===== src/rtl/uart_tx_arbiter.sv =====
// Round-robin arbiter that multiplexes NUM_REQ byte sources onto one UART transmitter.
// Each transfer runs launch, acknowledge (with a timeout) and completion phases.
//
// state     | meaning
// ----------+-------------------------------------------------------------
// IDLE      | waiting for a request with CTS high and transmitter free
// LAUNCH    | one-cycle Tx_Start / Gnt pulse for the latched winner
// WAIT_ACK  | waiting for Tx_Busy to rise; ack timer counting down
// WAIT_DONE | transmitter busy; return to IDLE when Tx_Busy falls
module uart_tx_arbiter #(
  parameter int DATA_BITS   = 8,
  parameter int NUM_REQ     = 4,
  parameter int ACK_TIMEOUT = 16
) (
  input  logic                         SysClk,
  input  logic                         Rst,
  input  logic [NUM_REQ-1:0]           Req,
  input  logic [NUM_REQ*DATA_BITS-1:0] Req_Data,
  output logic [NUM_REQ-1:0]           Gnt,
  output logic                         Tx_Start,
  output logic [DATA_BITS-1:0]         Tx_Data,
  input  logic                         Tx_Busy,
  input  logic                         CTS,
  input  logic                         Err_Clr,
  output logic [$clog2(NUM_REQ)-1:0]   Grant_Id,
  output logic                         Busy,
  output logic                         Err
);

  localparam int          ID_W   = $clog2(NUM_REQ);
  localparam int          CNT_W  = $clog2(ACK_TIMEOUT + 1);
  localparam int unsigned NREQ_U = NUM_REQ;
  // The launch cycle and the loading edge already account for two of the
  // ACK_TIMEOUT cycles, so the timer expires exactly ACK_TIMEOUT cycles after Tx_Start.
  localparam logic [CNT_W-1:0] ACK_LOAD = CNT_W'(ACK_TIMEOUT - 2);

  localparam logic [1:0] IDLE      = 2'd0;
  localparam logic [1:0] LAUNCH    = 2'd1;
  localparam logic [1:0] WAIT_ACK  = 2'd2;
  localparam logic [1:0] WAIT_DONE = 2'd3;

  logic [1:0]           state;
  logic [ID_W-1:0]      ptr;
  logic [CNT_W-1:0]     ack_cnt;
  logic [ID_W-1:0]      cand;
  logic [ID_W-1:0]      win_idx;
  logic                 win_found;
  logic [DATA_BITS-1:0] win_data;
  logic                 ack_timeout;

  function automatic logic [ID_W-1:0] wrap_add(input logic [ID_W-1:0] base,
                                               input int unsigned off);
    int unsigned sum;
    sum = 32'(base) + off;
    if (sum >= NREQ_U) sum = sum - NREQ_U;
    return sum[ID_W-1:0];
  endfunction

  // Search upward from ptr, wrapping, and take the first active request.
  always_comb begin
    win_found = 1'b0;
    win_idx   = '0;
    cand      = '0;
    for (int i = 0; i < NUM_REQ; i++) begin
      cand = wrap_add(ptr, i);
      if (!win_found && Req[cand]) begin
        win_found = 1'b1;
        win_idx   = cand;
      end
    end
  end

  always_comb begin
    win_data = '0;
    for (int i = 0; i < NUM_REQ; i++) begin
      if (win_idx == ID_W'(i)) win_data = Req_Data[i*DATA_BITS +: DATA_BITS];
    end
  end

  assign ack_timeout = (state == WAIT_ACK) && !Tx_Busy && (ack_cnt == '0);

  always_ff @(posedge SysClk) begin
    if (!Rst) begin
      state    <= IDLE;
      ptr      <= '0;
      ack_cnt  <= '0;
      Tx_Data  <= '0;
      Grant_Id <= '0;
      Err      <= 1'b0;
    end else begin
      case (state)
        IDLE: begin
          if (win_found && CTS && !Tx_Busy) begin
            state    <= LAUNCH;
            Grant_Id <= win_idx;
            Tx_Data  <= win_data;
            ptr      <= wrap_add(win_idx, 1);
          end
        end
        LAUNCH: begin
          state   <= WAIT_ACK;
          ack_cnt <= ACK_LOAD;
        end
        WAIT_ACK: begin
          if (Tx_Busy) begin
            state   <= WAIT_DONE;
            ack_cnt <= '0;
          end else if (ack_cnt == '0) begin
            state <= IDLE;
          end else begin
            ack_cnt <= ack_cnt - 1'b1;
          end
        end
        WAIT_DONE: begin
          if (!Tx_Busy) state <= IDLE;
        end
        default: state <= IDLE;
      endcase

      // A timeout on the same edge as Err_Clr wins.
      if (ack_timeout)  Err <= 1'b1;
      else if (Err_Clr) Err <= 1'b0;
    end
  end

  // Gnt and Tx_Start decode straight from LAUNCH so they can never outlast it.
  always_comb begin
    Gnt = '0;
    if (state == LAUNCH) Gnt[Grant_Id] = 1'b1;
  end

  assign Tx_Start = (state == LAUNCH);
  assign Busy     = (state != IDLE);

endmodule


===== config.mk =====
export PLATFORM = sky130hd
export DESIGN_NAME = uart_tx_arbiter
export DESIGN_NICKNAME = d
export VERILOG_FILES = /design/src/rtl/uart_tx_arbiter.sv
export SDC_FILE = /design/constraint.sdc
export NUM_CORES = 1
export LEC_CHECK = 0
export ABC_AREA = 0
export CAP_MARGIN = 0
export CORE_MARGIN = 2
export CORE_UTILIZATION = 43
export CTS_CLUSTER_DIAMETER = 100
export DETAILED_ROUTE_END_ITERATION = 8
export PLACE_DENSITY = 0.88
export REMOVE_ABC_BUFFERS = 1
export SYNTH_ARGS = -nofsm -noshare
export SYNTH_HDL_FRONTEND = slang
export SYNTH_SLANG_ARGS = --single-unit
export TNS_END_PERCENT = 50

===== constraint.sdc =====
create_clock -name SysClk -period 3.25 [get_ports SysClk]
set_clock_uncertainty 0.05 [all_clocks]
set_input_delay 0.975 -clock SysClk [delete_from_list [all_inputs] [get_ports SysClk]]
set_output_delay 0.975 -clock SysClk [all_outputs]
set_load 0.05 [all_outputs]

* Yosys cells after proc, flatten, opt, wreduce, memory -nomap -nowiden
Index checks and enable logic that the tools add are counted.
** Cells by class
- $lt $le $gt $ge :: 11
- Multipliers :: 0
- Eq/ne operators :: 10
- Mux-type cells :: 38
- Div/mod/pow operators :: 0
- Reductions and logical operators :: 21
- Add/sub/neg operators :: 10
- Shift-type cells :: 0
- Bitwise operators :: 0
** Operators by type and width (count)
- 8-bit 2-to-1 mux :: 4
- 2-bit 2-to-1 mux :: 13
- 2-bit by 3-bit < comparator with 1-bit output, second input constant :: 5
- 3-bit greater-or-equal comparator, second input constant :: 4
- 1-bit 2-to-1 mux :: 11
- 5-bit 2-to-1 mux :: 2
- 5-bit one-hot mux with 2 select lines :: 1
- 2-bit by 1-bit subtractor with 2-bit output, second input constant :: 5
- 1-bit binary-select mux with 2-bit select :: 4
- 2-bit equality test, second input constant :: 4
- 1-bit logical AND :: 8
- 2-bit one-hot mux with 4 select lines :: 1
- 2-bit by 1-bit adder with 3-bit output, second input constant :: 2
- 2-bit by 2-bit adder with 3-bit output, second input constant :: 2
- 2-bit nonzero test :: 3
- 5-bit logical NOT :: 1
- 5-bit by 1-bit subtractor with 5-bit output, second input constant :: 1
- 2-bit by 1-bit equality test with 1-bit output, second input constant :: 2
- 1-bit logical NOT :: 4
- 2-bit logical NOT :: 2
- 4-bit 2-to-1 mux :: 1
- 2-bit != test, second input constant :: 2
- 2-bit AND reduction :: 2
- 2-bit by 3-bit greater-or-equal comparator with 1-bit output, second input constant :: 1
- other kinds (5) :: 5
** Word-level totals
- Memories :: 0
- Word-level logic and storage cells :: 96
- Bits of input ports :: 41
- Flip-flop bits (word level) :: 20
- Latch bits :: 0
- ROM bits :: 0
- RAM bits :: 0
- Output and inout port bits :: 17

* Longest topological paths before layout
Gate-level depths: netlist of the first run.
- Depth in word-level cells :: 19
- Gate-level depth with buffers :: 12
- Depth with buffers taken out :: 9

* Worst setup path after synthesis of the first run
No wires, ideal clock.
- Path kind :: register to output
- Start :: register state[1]
- End :: output Gnt[0]
- Data required time :: 2.225 ns
- Arrival :: 2.165 ns
- Path buffers :: 0
- Path slack :: 0.060 ns
- Stages on the path, launching flop included :: 4
- Cell sequence :: dfxtp_1 inv_1 ha_1 nor3b_1
** Between the ends
- Cells in the longest elaborated chain, start to end :: 2
** RTL lines
- from (decl) :: RTL line 42 : logic [1:0] state;
- from (signal assigned) :: RTL line 84 : state <= IDLE;
- from (signal assigned) :: RTL line 94 : state <= LAUNCH;
- from (signal assigned) :: RTL line 101 : state <= WAIT_ACK;
- 2-bit by 1-bit equality test with 1-bit output
- net Tx_Start :: RTL line 20 : output logic Tx_Start,
- 4-bit 2-to-1 mux :: RTL line 129 : if (state == LAUNCH) Gnt[Grant_Id] = 1'b1;
- to (decl) :: RTL line 19 : output logic [NUM_REQ-1:0] Gnt,
The timed path passes the listed nets, and every way through them passes these cells.

* Worst setup path in the final report of the first run
- Start :: register state[1]
- End :: output Gnt[0]
** Between the ends
- Cells in the longest elaborated chain, start to end :: 2
** RTL lines (RTL line)
- 2-bit by 1-bit equality test with 1-bit output :: 129
- 4-bit 2-to-1 mux :: 129
Every way passes these cells.

==> out/results.tsv, run 1 <==
stage	metric	value	unit
timing	tightest_slew	0.929	ns
yosys	ys.flop_type	dfxtp_1	
worst_hold_path	hold_path.class	flip-flop to flip-flop	
layout	fin_util	67.1	%
yosys	synth_seq_cells	20	
worst_setup_path	cp.required	2.22	ns
yosys	synth_fa_ha_area_share	9.06	%
yosys	ys_seq_area_share	29.0	%
yosys	yosys.cell_count.top_type	a21oi_1	
global_route	grt_pass1_vias	1336	
layout	fillers	274	
yosys	synth_area_leaders	dfxtp_1 (29%), a21oi_1 (10%), ha_1 (9.1%)	
floorplan	dieArea	3680	um2
global_route	track_usage	21.2	%
layout	num_antenna_cells	0	
yosys	synth_xor_area_share	0	%
yosys	syn_avg_cell_area	7.59	um2
placement	place.port_buffers	57	
floorplan	row_count	20	
yosys	synth_edf_count	0	
timing	worst_hold_slack	0.447	ns
global_route	busiest_layer	met2	
cts	cts_resized	0	
layout	drive_above_1_share	6.36	%
floorplan	die_w	60.7	um
routing	remaining_drc_errors	0	
routing	wl_per_cell	12.8	um
worst_setup_path	r2r_cells	6	
yosys	yosysWarnings	0	
cts	cts.clk_slew.worst_paths	0.13	ns
layout	seq_area	400	um2
global_route	grt_use_met3	3.84	%
yosys	synth_mux_area_share	1.45	%
timing	post-route-min-period	3.12	ns
worst_setup_path	crit_arrival	2.09	ns
yosys	yosysTopAreaCell	dfxtp_1	
placement	dp_hpwl	2800	um
cts	post-cts-setup-buffer-count	0	
layout	fin_nets	288	
worst_setup_path	crit_fanout	5	
worst_setup_path	crit_path_end_kind	output pin	
layout	multi_input_area	870	um2
global_route	met1_usage	25.5	%
routing	drtPass1Iterations	4	
timing	slew_headroom	37.8	%
cts	cts_max_level	1	
cts	clockBufferDepth	2	
cts	root_buffer	clkbuf_4	
pwr	powerDensity	610	nW/um2
routing	drt_first_iter_violations	40	
timing	report.final.slew_viol_count	0	
timing	fin_crit_sh	95.9	%
pwr	peakVddDrop	0.375	mV
floorplan	initial_core_util	45.2	%
timing	rsz0062_at_grt	no	
yosys	synth_cell_types	36	
worst_setup_path	worstSetupPathType	flip-flop to output pin	
yosys	synth_area	1380	um2
yosys	yosysTopAreaCellShare	29.0	%
cts	clk_latency	0.31	ns
cts	clock-sinks	20	
layout	area_growth	48.4	%
global_route	grt_first_pass_wirelength	5890	um
yosys	synth_compound_area_share	34.7	%
worst_hold_path	hold_path_depth	1	
global_route	grt_overflow	0	
cts	cts_hold_buf	0	
yosys	synth_simple_gate_area_share	17.8	%
yosys	synth_top_family_by_area	compound AO/OA/AOI/OAI gates	
yosys	synth_common_cells	a21oi_1 (28), o21ai_0 (23), dfxtp_1 (20), nand2_1 (20), inv_1 (17)	
job	max-cap-violations	0	
timing	setup_tns	0	ns
yosys	netlist_instances	182	
yosys	synthArstFlopShare	0	%
global_route	grt_max_degree	25	
routing	num_vias	1449	
floorplan	boundaryPins	58	
placement	gp_congestion	0.808	
worst_setup_path	cp-start-kind	flip-flop	
global_route	met2_usage	38.7	%
routing	drtAntennaViolNets	0	
timing	setup_violations	0	
timing	max_freq	321	MHz
pwr	power_leakage	0.848	nW
routing	post_drt_via_cell_ratio	5.18	
global_route	antenna_found_initial	0	
floorplan	die_h	60.7	um
routing	routed_wirelength	3570	um
cts	numCtsBuffers	3	
timing	hold_viol	0	
cts	cts_tree	yes	
run_status	outcome	completed	
floorplan	fp.coreArea	3050	um2
==> final cells by class <==
| cell class | instances | area share (%) |
|---|---|---|
| multi-input cells | 133 | 42.4 |
| inverters | 17 | 3.11 |
| repair buffers | 62 | 29.7 |
| clock inverters | 1 | 1.47 |
| flip-flops and latches | 20 | 19.5 |
| clock buffers | 3 | 1.10 |
| well taps | 44 | 2.69 |
==> worst paths after layout <==
check	slack, ns	to	start
setup reg to reg	1.03	Grant_Id[1]	state[1]
setup / recovery	0.13	Gnt[0]	state[1]
hold / removal	0.45	ack_cnt[4]	ack_cnt[4]
hold reg to reg	0.45	ack_cnt[4]	ack_cnt[4]
==> kinds of logic after synthesis <==
kind of cell | after synthesis
adders and majority gates | 10
DFF | 20
and+or+nand+nor | 42
buffers and inverters | 29
AOI/OAI and AO/OA | 79
muxes | 2
==> per-stage QoR <==
step,area (um2),worst slack [ns],std cells,total power [mW]
2_1_floorplan,1330,0.0604,170,0.829
3_3_place_gp,2000,0.0928,276,1.03
3_5_place_dp,2000,0.0394,276,1.05
4_1_cts,2050,0.120,280,1.26
5_1_grt,2050,0.0109,280,1.34
6_report,2050,0.134,280,1.25
==> metal layers <==
layer | wire length (um) | up-vias
li1 | - | 752
met1 | 1590 | 666
met2 | 1850 | 29
met3 | 96 | 2
met4 | 34 | 0
met5 | 0 | -
==> worst max-delay path, stage by stage (launching register included) <==
cell and delay [ns]:
dfxtp_1 0.35, inv_1 0.12, ha_1 0.25, nor3b_1 0.23
clkdlybuf4s50_1 0.84
==> sequential cells by signal (all words and copies together), names as in the netlist <==
register / count
ptr: 2
Grant_Id: 2
ack_cnt: 5
Err: 1
Tx_Data: 8
state: 2
==> where the power goes <==
| part | internal [mW] | switching [mW] |
|---|---|---|
| sequential | 0.296 | 0.0408 |
| combinational | 0.293 | 0.415 |
| clock | 0.125 | 0.0814 |
==> cell usage in the layout (no fill, tap or decap), types with 2 or more instances in the layout <==
master           instances
clkdlybuf4s50_1         57
mux2i_1                  2
and3_1                   2
o21a_1                   2
nor3b_1                  2
inv_1                   17
clkbuf_4                 3
o211a_1                  2
nand2_1                 20
dfxtp_1                 20
nor2_1                   5
a22oi_1                  8
nand2b_1                 4
a21oi_1                 28
o22ai_1                  4
a21o_1                   3
ha_1                    10
buf_4                    5
o21ai_0                 23
No activity file was read; power rests on OpenSTA's default activity.
==> run 2: changes to the inputs <==
--- a/config.mk
+++ b/config.mk
@@ -11,6 +11,7 @@
 export CORE_UTILIZATION = 43
 export CTS_CLUSTER_DIAMETER = 100
 export DETAILED_ROUTE_END_ITERATION = 8
+export GPL_ROUTABILITY_DRIVEN = 0
 export PLACE_DENSITY = 0.88
 export REMOVE_ABC_BUFFERS = 1
 export SYNTH_ARGS = -nofsm -noshare
==> results of run 2 <==
Same layout as run 1: the final DEF is identical, and so are final timing and power.
